`config.mk`:
```
export PLATFORM = sky130hd
export DESIGN_NAME = iz_param_serializer
export DESIGN_NICKNAME = d
export VERILOG_FILES = /design/src/rtl/iz_param_pkg.sv /design/src/rtl/iz_bit_timer.sv /design/src/rtl/iz_param_serializer.sv
export SDC_FILE = /design/constraint.sdc
export NUM_CORES = 1
export LEC_CHECK = 0
export CAP_MARGIN = 10
export CORE_UTILIZATION = 40
export CTS_BUF_LIST = sky130_fd_sc_hd__clkbuf_16
export CTS_CLUSTER_DIAMETER = 150
export DETAILED_ROUTE_END_ITERATION = 10
export PLACE_DENSITY_LB_ADDON = 0.12
export SLEW_MARGIN = 20
export SYNTH_ARGS = -nofsm -noshare
export SYNTH_HDL_FRONTEND = slang
export SYNTH_SLANG_ARGS = --single-unit
```
`constraint.sdc`:
```
create_clock -name clk -period 7.4 [get_ports clk]
set_input_delay 2.22 -clock clk [delete_from_list [all_inputs] [get_ports clk]]
set_output_delay 2.22 -clock clk [all_outputs]
set_load 0.03 [all_outputs]
```
`src/rtl/iz_param_pkg.sv`:
```
// Shared definitions for the neuron parameter load link.
// Frame layout is common to serializer and loader.
package iz_param_pkg;

  localparam int PARAM_W    = 8;
  localparam int NUM_PARAMS = 4;
  localparam int FRAME_BITS = PARAM_W * NUM_PARAMS;

  typedef enum logic [1:0] {
    IDLE,
    SHIFT,
    WAIT_ACK,
    DONE
  } state_e;

  // Frame order: a occupies the top byte and goes out first, MSB first.
  function automatic logic [FRAME_BITS-1:0] pack_frame(
    input logic [PARAM_W-1:0] a,
    input logic [PARAM_W-1:0] b,
    input logic [PARAM_W-1:0] c,
    input logic [PARAM_W-1:0] d
  );
    return {a, b, c, d};
  endfunction

endpackage

```
`src/rtl/iz_bit_timer.sv`:
```
// Serial bit period divider.
// Emits a one-cycle tick on the last enabled cycle of each bit.
module iz_bit_timer #(
  parameter int CLK_DIV = 1
) (
  input  logic clk,
  input  logic rst_n,
  input  logic en_i,
  input  logic clr_i,
  output logic tick_o
);

  localparam logic [7:0] LAST = 8'(CLK_DIV - 1);

  logic [7:0] div_q, div_d;

  // Divider count: clear wins, otherwise wrap at the bit boundary.
  always_comb begin
    div_d = div_q;
    if (clr_i)
      div_d = '0;
    else if (en_i)
      div_d = (div_q == LAST) ? '0 : div_q + 8'd1;
  end

  // Divider register.
  always_ff @(posedge clk or negedge rst_n) begin
    if (!rst_n) div_q <= '0;
    else        div_q <= div_d;
  end

  assign tick_o = en_i && !clr_i && (div_q == LAST);

endmodule

```
`src/rtl/iz_param_serializer.sv`:
```
// Transmit end of the neuron parameter load link.
// Shifts {a,b,c,d} out MSB first, then waits for params_ready.
module iz_param_serializer
  import iz_param_pkg::*;
#(
  parameter int CLK_DIV     = 1,
  parameter int ACK_TIMEOUT = 64
) (
  input  logic               clk,
  input  logic               reset,
  input  logic               enable,
  input  logic               start,
  input  logic [PARAM_W-1:0] param_a,
  input  logic [PARAM_W-1:0] param_b,
  input  logic [PARAM_W-1:0] param_c,
  input  logic [PARAM_W-1:0] param_d,
  input  logic               params_ready_in,
  output logic               serial_data_out,
  output logic               load_enable_out,
  output logic               busy,
  output logic               done,
  output logic               ack_error
);

  localparam logic [15:0] TO_LAST  = 16'(ACK_TIMEOUT - 1);
  localparam logic [4:0]  BIT_LAST = 5'(FRAME_BITS - 1);

  state_e                  state_q, state_d;
  logic [FRAME_BITS-1:0]   shreg_q, shreg_d;
  logic [4:0]              bit_q, bit_d;
  logic [15:0]             to_q, to_d;
  logic                    err_q, err_d;
  logic                    accept;
  logic                    tick;
  logic                    to_hit;

  assign accept = enable && start && (state_q == IDLE);
  assign to_hit = (to_q == TO_LAST);

  iz_bit_timer #(
    .CLK_DIV(CLK_DIV)
  ) u_timer (
    .clk   (clk),
    .rst_n (reset),
    .en_i  (enable && (state_q == SHIFT)),
    .clr_i (accept),
    .tick_o(tick)
  );

  // State and datapath registers.
  always_ff @(posedge clk or negedge reset) begin
    if (!reset) begin
      state_q <= IDLE;
      shreg_q <= '0;
      bit_q   <= '0;
      to_q    <= '0;
      err_q   <= 1'b0;
    end else begin
      state_q <= state_d;
      shreg_q <= shreg_d;
      bit_q   <= bit_d;
      to_q    <= to_d;
      err_q   <= err_d;
    end
  end

  // Next state; DONE always returns to IDLE so done stays one cycle.
  always_comb begin
    state_d = state_q;
    unique case (state_q)
      IDLE:     if (accept) state_d = SHIFT;
      SHIFT:    if (tick && bit_q == BIT_LAST)
                  state_d = WAIT_ACK;
      WAIT_ACK: if (enable && (params_ready_in || to_hit))
                  state_d = DONE;
      DONE:     state_d = IDLE;
      default:  state_d = IDLE;
    endcase
  end

  // Shift register, bit/timeout counters and sticky error.
  always_comb begin
    shreg_d = shreg_q;
    bit_d   = bit_q;
    to_d    = to_q;
    err_d   = err_q;
    unique case (1'b1)
      accept: begin
        shreg_d = pack_frame(param_a, param_b,
                             param_c, param_d);
        bit_d   = '0;
        err_d   = 1'b0;
      end
      (state_q == SHIFT) && tick: begin
        shreg_d = {shreg_q[FRAME_BITS-2:0], 1'b0};
        if (bit_q == BIT_LAST) to_d  = '0;
        else                   bit_d = bit_q + 5'd1;
      end
      (state_q == WAIT_ACK) && enable
        && !params_ready_in: begin
        if (to_hit) err_d = 1'b1;
        else        to_d  = to_q + 16'd1;
      end
      default: ;
    endcase
  end

  // Moore outputs decoded from the registered state.
  always_comb begin
    serial_data_out = (state_q == SHIFT) && shreg_q[FRAME_BITS-1];
    load_enable_out = (state_q == SHIFT);
    busy            = (state_q != IDLE);
    done            = (state_q == DONE);
    ack_error       = err_q;
  end

endmodule

```
==> flow_summary.toml <==
[route]
viasPerCell = 5.26
drt_iter0_drc = 149
via_count = 2563
drc = 0
wl_mm = 6.67
ant_nets = 0
wl_per_cell_um = 13.7
first_pass_iters = 4

[hold_path]
hold_path_class = "flop to flop"

[timing]
min_period_over_period_pct = 64.7
max_slew_margin_pct = 44.5
fmax_ghz = 0.209
fin_crit_ns = 4.78
rsz0062_at_grt = "false"
skew_ns = 0.00707
drv_slew = 0
setup_viol_count_final = 0
final-hold-violation-count = 0
tightest_slew_ns = 0.833
tns_ns = 0

[clocking]
cts_hold_buffers = 0
cts_sinks = 64
htree_levels = 3
root_buffer = "clkbuf_16"
cts_setup_buffers = 0
cts_resized = 0
clkLatencyLatePin_ns = 0.32
cts_made_buffers = 9
clk_pin_slew_ns = 0.06
clockBufferDepth = 2
cts_tree = "built"

[logic_synthesis]
async_reset_ff_share_pct = 100
avgSynthCellArea_um2 = 9.26
synth_cell_type_count = 37
synth-seq-cells = 64
synth_edf_count = 0
syn_area_um2 = 3180
synthCells = 344
yosysSeqAreaShare_pct = 50.3
synth_flop_cell = "dfrtp_1"
synth_nets = 390
yosys_warnings = 0

[grt]
grt_pass1_wl_mm = 11.9
grt_pass1_vias = 2538
antenna_found_initial = 0
grt_max_degree = 65
gr-total-overflow = 0
grtUsageTotal_pct = 18.3

[finish]
fillers = 706
final_nets = 426
diodes = 0
areaGrowthSynthToFinish_pct = 25.7
seqCellArea_um2 = 1600
fin_cells = 487
final_layout_size_suffix_gt1_share_pct = 6.23
final_area_um2 = 4000
multi_input_area_um2 = 1480

[critical_path]
crit_buf_inv = 4
crit_family = "buffers and inverters"
path_class = "input port to flop"
max_stage_delay_ns = 0.54
worstPathMaxFanout = 40
path_common_cell = "buf_4"
required_ns = 7.64
critPathLaunchType = "input port"
cp_cell_sequence = "clkdlybuf4s50_1 -> and3_1 -> buf_4 -> nor4_4 -> buf_4 -> mux2i_1 -> buf_4 -> or4_1 -> a21oi_1"
worst_path_max_delay_cell = "clkdlybuf4s50_1"
cp.arrival_ns = 5.03
crit_path_end_kind = "flop"

[placed_design]
port_buffers = 41
hpwl_mm = 4.22
place_area_um2 = 3680
gp_congestion = 0.767
placedCellCount = 471

[die]
die-area_um2 = 8320
die_h_um = 91.2
io_pins = 42
core_area_um2 = 7730
rows = 32
die_w_um = 91.2
initial_core_util_pct = 41.2

[power_and_ir_drop]
p_per_area_nw_per_um2 = 314
ir_worst_vdd_uv = 148
leakage_nw = 1.81

[run]
cap_violations = 0

[outcome]
outcome = "completed"
[synthesized netlist by cell type (2+ instances only)]
| cell type | number | share of area, % |
|---|---|---|
| nand3_1 | 13 | 2.0 |
| ha_1 | 9 | 3.5 |
| clkbuf_1 | 20 | 2.4 |
| or3_1 | 5 | 0.98 |
| o21ai_0 | 18 | 2.8 |
| dfrtp_1 | 64 | 50 |
| and3_1 | 9 | 1.8 |
| nor3_1 | 2 | 0.31 |
| and2_1 | 6 | 1.2 |
| or4_1 | 9 | 2.1 |
| nor2_1 | 10 | 1.2 |
| and4_1 | 2 | 0.55 |
| xor2_1 | 5 | 1.4 |
| nor4_1 | 2 | 0.39 |
| mux2i_1 | 3 | 0.94 |
| inv_1 | 9 | 1.1 |
| a22oi_1 | 31 | 7.3 |
| nand2_1 | 85 | 10 |
| a21oi_1 | 15 | 2.4 |
| o31ai_1 | 10 | 2.4 |
[final timing paths]
kind	start	endpoint	slack [ns]	cells after the start
min	shreg_q[7]	shreg_q[7]	0.47	2
max reg2reg	state_q[0]	to_q[14]	4.38	10
min in group asynchronous	reset	to_q[12]	2.07	2
max in group asynchronous	reset	shreg_q[11]	4.77	2
max	enable	to_q[14]	2.62	9
min reg2reg	shreg_q[7]	shreg_q[7]	0.47	2
[worst reg2reg max path: cells and delay by family (launching register included)]
family	cells	cell delay, ns
mux	1	0.14
buf+inv	4	0.97
compound gates	1	0.16
fa+ha+maj	1	0.25
simple gates	3	1.03
flops	1	0.40
[cell usage in the layout, fill, tap and decap left out, drive strengths merged, types with 2 or more instances in the layout]
cell and instances:
nor3 2, inv 10, nor4 3, o31ai 10, a22oi 31, mux2i 3, clkbuf 9, clkdlybuf4s50 40
buf 5, a21oi 15, or3 5, and2 6, clkinv 3, ha 9, nand2 85, and4 2
xor2 5, dfrtp 64, and3 9, o21ai 18, nor2 10, nand3 13, or4 9, bufinv 2
[cell type report]
type / instances / share of cell area [%]
tap: 102 / 3.19
multi-input combinational: 251 / 37.0
clock inverter: 7 / 2.44
inverter: 9 / 0.844
timing repair buffer: 45 / 10.9
clock buffer: 9 / 5.63
sequential: 64 / 40.0
[stage by stage]
stage	util [%]	hold slack, ns	power (mW)	setup WS (ns)
floorplan	-	0.438	0.714	3.41
global placement	47.6	0.460	0.807	2.32
detailed placement	47.6	0.463	0.815	2.25
CTS	51.8	0.478	1.28	2.60
global route	51.8	0.495	1.35	2.43
finish	51.8	0.473	1.26	2.62
[cell families (layout without fill, tap and decap cells)]
kind of cell | Yosys count | after routing | synth area share (%)
compound gates | 81 | 81 | 16.7
xor+xnor | 6 | 6 | 1.65
fa+ha+maj | 9 | 9 | 3.54
buf+inv | 29 | 70 | 3.42
flops | 64 | 64 | 50.3
mux | 4 | 4 | 1.30
simple gates | 151 | 151 | 23.1
[state kept, by name, summed over array words and instances, names as in the netlist]
| signal | cells |
|---|---|
| to_q | 16 |
| ack_error | 1 |
| u_timer.div_q | 8 |
| state_q | 2 |
| bit_q | 5 |
| shreg_q | 32 |
[power by group]
group          switching, mW  internal (mW)  total, mW
logic                  0.180          0.127      0.307
clock network          0.154          0.295      0.450
registers             0.0583          0.444      0.503
[layer usage]
metal / GRT usage, % / share of wire (%)
met1: 23.7 / 50
met2: 28.7 / 46
met3: 6.20 / 2.8
met4: 5.82 / 0.81
met5: 0 / 0
No activity file was read; power rests on OpenSTA's default activity.
